## src/rtl/word_to_nibble_serializer.sv

```systemverilog
// rtl/word_to_nibble_serializer.sv - serializes a 16-bit word into 1..4 nibbles with ready/valid handshakes
module word_to_nibble_serializer #(
  parameter bit LSB_FIRST = 1'b1
) (
  input  logic        clk,
  input  logic        rst,
  input  logic [15:0] in_word,
  input  logic [1:0]  in_len,
  input  logic        in_valid,
  output logic        in_ready,
  output logic [3:0]  out_nib,
  output logic        out_valid,
  input  logic        out_ready,
  output logic        out_last,
  output logic        trunc_err
);

  typedef enum logic {IDLE, SEND} state_t;

  state_t      state_q, state_d;
  logic [15:0] word_q, word_d;
  logic [1:0]  len_q, len_d;
  logic [1:0]  idx_q, idx_d;
  logic [1:0]  sel_d;
  logic [3:0]  nib_d;
  logic        in_xfer;
  logic        out_xfer;
  logic        upper_nz;
  logic        trunc_d;

  // out_last is only ever set in SEND, so the handoff term is safe in IDLE too
  assign in_ready = (state_q == IDLE) | (out_ready & out_last);
  assign in_xfer  = in_valid & in_ready;
  assign out_xfer = out_valid & out_ready;

  always_comb begin
    state_d = state_q;
    word_d  = word_q;
    len_d   = len_q;
    idx_d   = idx_q;
    if ((state_q == SEND) && out_xfer) begin
      if (out_last) begin
        state_d = IDLE;
      end else begin
        idx_d = idx_q + 2'd1;
      end
    end
    // A new word overrides the return to IDLE, giving gap-free back-to-back words
    if (in_xfer) begin
      state_d = SEND;
      word_d  = in_word;
      len_d   = in_len;
      idx_d   = 2'd0;
    end
  end

  // Nibble for the next cycle is precomputed so out_nib comes straight from a flop
  always_comb begin
    sel_d = LSB_FIRST ? idx_d : (len_d - idx_d);
    case (sel_d)
      2'd0:    nib_d = word_d[3:0];
      2'd1:    nib_d = word_d[7:4];
      2'd2:    nib_d = word_d[11:8];
      default: nib_d = word_d[15:12];
    endcase
  end

  always_comb begin
    case (in_len)
      2'd0:    upper_nz = |in_word[15:4];
      2'd1:    upper_nz = |in_word[15:8];
      2'd2:    upper_nz = |in_word[15:12];
      default: upper_nz = 1'b0;
    endcase
    trunc_d = in_xfer & upper_nz;
  end

  always_ff @(posedge clk or posedge rst) begin
    if (rst) begin
      state_q   <= IDLE;
      word_q    <= 16'h0000;
      len_q     <= 2'd0;
      idx_q     <= 2'd0;
      out_nib   <= 4'h0;
      out_valid <= 1'b0;
      out_last  <= 1'b0;
      trunc_err <= 1'b0;
    end else begin
      state_q   <= state_d;
      word_q    <= word_d;
      len_q     <= len_d;
      idx_q     <= idx_d;
      out_nib   <= (state_d == SEND) ? nib_d : 4'h0;
      out_valid <= (state_d == SEND);
      out_last  <= (state_d == SEND) && (idx_d == len_d);
      trunc_err <= trunc_d;
    end
  end

endmodule
```

## config.mk

```make
export PLATFORM = sky130hd
export DESIGN_NAME = word_to_nibble_serializer
export DESIGN_NICKNAME = d
export VERILOG_FILES = /design/src/rtl/word_to_nibble_serializer.sv
export SDC_FILE = /design/constraint.sdc
export NUM_CORES = 1
export LEC_CHECK = 0
export BUFFER_PORTS_ARGS = -buffer_cell sky130_fd_sc_hd__buf_2
export CORE_ASPECT_RATIO = 0.7
export CORE_MARGIN = 4
export CORE_UTILIZATION = 45
export CTS_BUF_LIST = sky130_fd_sc_hd__clkbuf_8
export CTS_CLUSTER_DIAMETER = 30
export DETAILED_ROUTE_END_ITERATION = 12
export PLACE_DENSITY = 0.66
export SYNTH_ARGS = -nofsm -noshare
export SYNTH_HDL_FRONTEND = slang
export SYNTH_SLANG_ARGS = --single-unit
```

## constraint.sdc

```tcl
create_clock -name clk -period 2.5 [get_ports clk]
set_input_delay 0.125 -clock clk [delete_from_list [all_inputs] [get_ports clk]]
set_output_delay 0.125 -clock clk [all_outputs]
set_load 0.03 [all_outputs]
```

==> results.cfg <==
[status]
status = complete, no violations

[placement]
post-place-cells = 163
dp_hpwl_um = 1992
routabilityCongestion = 0.8004
io_buffers = 29
pre_cts_slack_ps = 673.7

[detailed_routing]
wire_per_inst_um = 15.92
top_layer = met4
final_antenna_net_count = 0
drcViolationCount = 0
wl_met3_um = 180
drt_iter0_markers = 29
routed_via_density = 5.341
dr.pass1.iters = 4
wl_met1_um = 1326
vias = 892
routed_wl_um = 2659
wl_met2_um = 1140

[power_and_ir_drop]
power.density_nw_per_um2 = 1206
ir_worst_vdd_mv = 0.5672
p_leak_nw = 0.7458

[layout]
multi_input_comb_area_sq_um = 574.3
final_layout_size_suffix_gt1_frac = 0.3893
syn_to_final_growth_pct = 14.98
regArea_sq_um = 675.6
finalNetCount = 154
final_core_utilization = 0.5418
instances_no_fill = 167
n_antenna_cell = 0
n_fill_cell = 258

[clock_tree]
holdBufCountCts = 0
clock_latency_ps = 260
ctsResizeCount = 0
cts.path.max_buffers = 2
cts.clk_slew.worst_paths_ps = 80
cts.htree.levels = 1
cts_root_buf = clkbuf_8
post_cts_buffers = 0
cts_tree = built
cts_sinks = 27
cts_buffers = 3

[sta]
rsz0062_at_grt = false
skew_ps = 1.568
whs_ps = 83.31
fmax_mhz = 535.8
final.setup.tns_ps = 0
report.final.hold_viol_count = 0
max_slew.worst_pin.slew_ps = 1006
finalWorstSetupSlack_ps = 633.5
fin_crit_ps = 1866
max_slew_margin = 0.3286
maxSlewViolCount = 0
setup_viol = 0
finalCritPeriodShare = 0.7466

[setup_path]
crit_slowest_cell = dfrtp_1
crit_family = multiplexers
cp-start-kind = flip-flop
required_ps = 2640
crit_type = reg2reg
cp_slowest_stage_delay_ps = 450
cp_cell_sequence = a21bo_4, nand2_4, mux2_2, mux2i_1, o32ai_1
worst-path-buf-inv = 0
crit_path_max_fanout = 27
crit_arrival_ps = 2010
cp-end-kind = flip-flop

[die]
die_h_um = 53.17
die_w_um = 72.52
rows = 16
io_pins = 30
initial_utilization = 0.4712
coreArea_sq_um = 2783
dieArea_sq_um = 3856

[grt]
grt_max_degree = 28
first_global_vias = 920
grt_usage = 0.1502
antenna_found_initial = 0
grt_pass1_wl_um = 4326
grt_overflow = 0

[worst_hold_path]
min_path_type = in2async

[synth]
synth-seq-cells = 27
yosysSeqAreaShare = 0.5153
synth_warnings = 0
avgSynthCellArea_sq_um = 12.98
syn_inst = 101
ys_types = 30
synthesis.area_sq_um = 1311
syn-num-nets = 123

[flow_run]
maxCapViolCount = 0
-- state kept, by name, indices dropped and copies added, names as in the netlist --
name	flops
idx_q	2
out_nib	4
state_q	1
out_last	1
len_q	2
trunc_err	1
word_q	16
-- cell usage after synthesis --
| master | number | share of area |
|---|---|---|
| nand2b_1 | 5 | 0.024 |
| nor2b_1 | 1 | 0.0048 |
| o22ai_1 | 1 | 0.0048 |
| a21oi_1 | 4 | 0.015 |
| nor3_1 | 1 | 0.0038 |
| nand2_1 | 1 | 0.0029 |
| xor2_1 | 1 | 0.0067 |
| o31ai_1 | 1 | 0.0057 |
| a21bo_4 | 1 | 0.012 |
| nor2b_2 | 1 | 0.0067 |
| xnor2_1 | 1 | 0.0067 |
| nor3b_1 | 1 | 0.0057 |
| buf_4 | 1 | 0.0057 |
| dfrtp_1 | 27 | 0.52 |
| buf_6 | 1 | 0.0086 |
| o32ai_1 | 4 | 0.027 |
| nand3b_2 | 1 | 0.0086 |
| mux2_1 | 3 | 0.026 |
| nor4_1 | 4 | 0.019 |
| mux2i_1 | 8 | 0.061 |
| o21ai_0 | 1 | 0.0038 |
| inv_1 | 6 | 0.017 |
| o211ai_1 | 1 | 0.0057 |
| nand2_4 | 1 | 0.0086 |
| nor2_1 | 6 | 0.017 |
| buf_12 | 1 | 0.015 |
| mux2_4 | 7 | 0.080 |
| a22o_1 | 1 | 0.0067 |
| mux2_2 | 8 | 0.069 |
| nand4b_1 | 1 | 0.0067 |
-- kinds of logic after synthesis --
kind of cell	Yosys count	synth area share
buf+inv	9	0.04676
mux	26	0.2357
simple gates	23	0.1078
flops	27	0.5153
compound gates	14	0.08111
xor+xnor	2	0.01336
-- final cells by class --
cell class                      instances  share of cell area
Clock buffer                            3             0.02739
Clock inverter                          1            0.002490
Inverter                                6             0.01494
Multi-Input combinational cell         65              0.3809
Sequential cell                        27              0.4481
Tap cell                               36             0.02988
Timing Repair Buffer                   29             0.09627
-- placed cells by master, fill, tap and decap left out, types with 3 or more instances in the layout --
cell type | synthesis | final
mux2_1 | 3 | 3
nor4_1 | 4 | 4
mux2i_1 | 8 | 8
nand2b_1 | 5 | 5
a21oi_1 | 4 | 4
mux2_2 | 8 | 8
buf_2 | 0 | 29
o32ai_1 | 4 | 4
dfrtp_1 | 27 | 27
inv_1 | 6 | 7
nor2_1 | 6 | 6
mux2_4 | 7 | 7
clkbuf_8 | 0 | 3
-- path summary, 6_finish.rpt --
check / start / end / slack (ps) / depth (start not counted)
hold / removal: rst / out_nib[2]$_DFF_PP0_ / 80 / 2
setup / recovery: out_last$_DFF_PP0_ / out_nib[0]$_DFF_PP0_ / 630 / 5
setup reg to reg: out_last$_DFF_PP0_ / out_nib[0]$_DFF_PP0_ / 630 / 5
max in group asynchronous: rst / len_q[1]$_DFF_PP0_ / 1810 / 2
hold reg to reg: word_q[2]$_DFF_PP0_ / word_q[2]$_DFF_PP0_ / 490 / 1
min in group clk: in_word[8] / word_q[8]$_DFF_PP0_ / 90 / 2
-- per-stage QoR --
stage / area (sq um) / total power [W]
2_1_floorplan: 1311 / 0.001439
3_3_place_gp: 1463 / 0.001564
6_report: 1508 / 0.001818
4_1_cts: 1508 / 0.001833
3_5_place_dp: 1463 / 0.001591
5_1_grt: 1508 / 0.001942
-- power by group --
part | leakage [nW] | internal (W) | total (W) | switching, W
combinational | 0.395 | 0.000407 | 0.000848 | 0.000441
clock | 0.0269 | 0.000110 | 0.000234 | 0.000125
sequential | 0.324 | 0.000643 | 0.000735 | 0.0000921
total | 0.746 | 0.00116 | 0.00182 | 0.000657
-- metal layers --
metal  vias to the layer above  track usage
li1                        423            -
met1                       440       0.2157
met2                        27       0.2156
met3                         2      0.05313
met4                         0      0.03374
met5                         -            0
No activity file was read; power rests on OpenSTA's default activity.
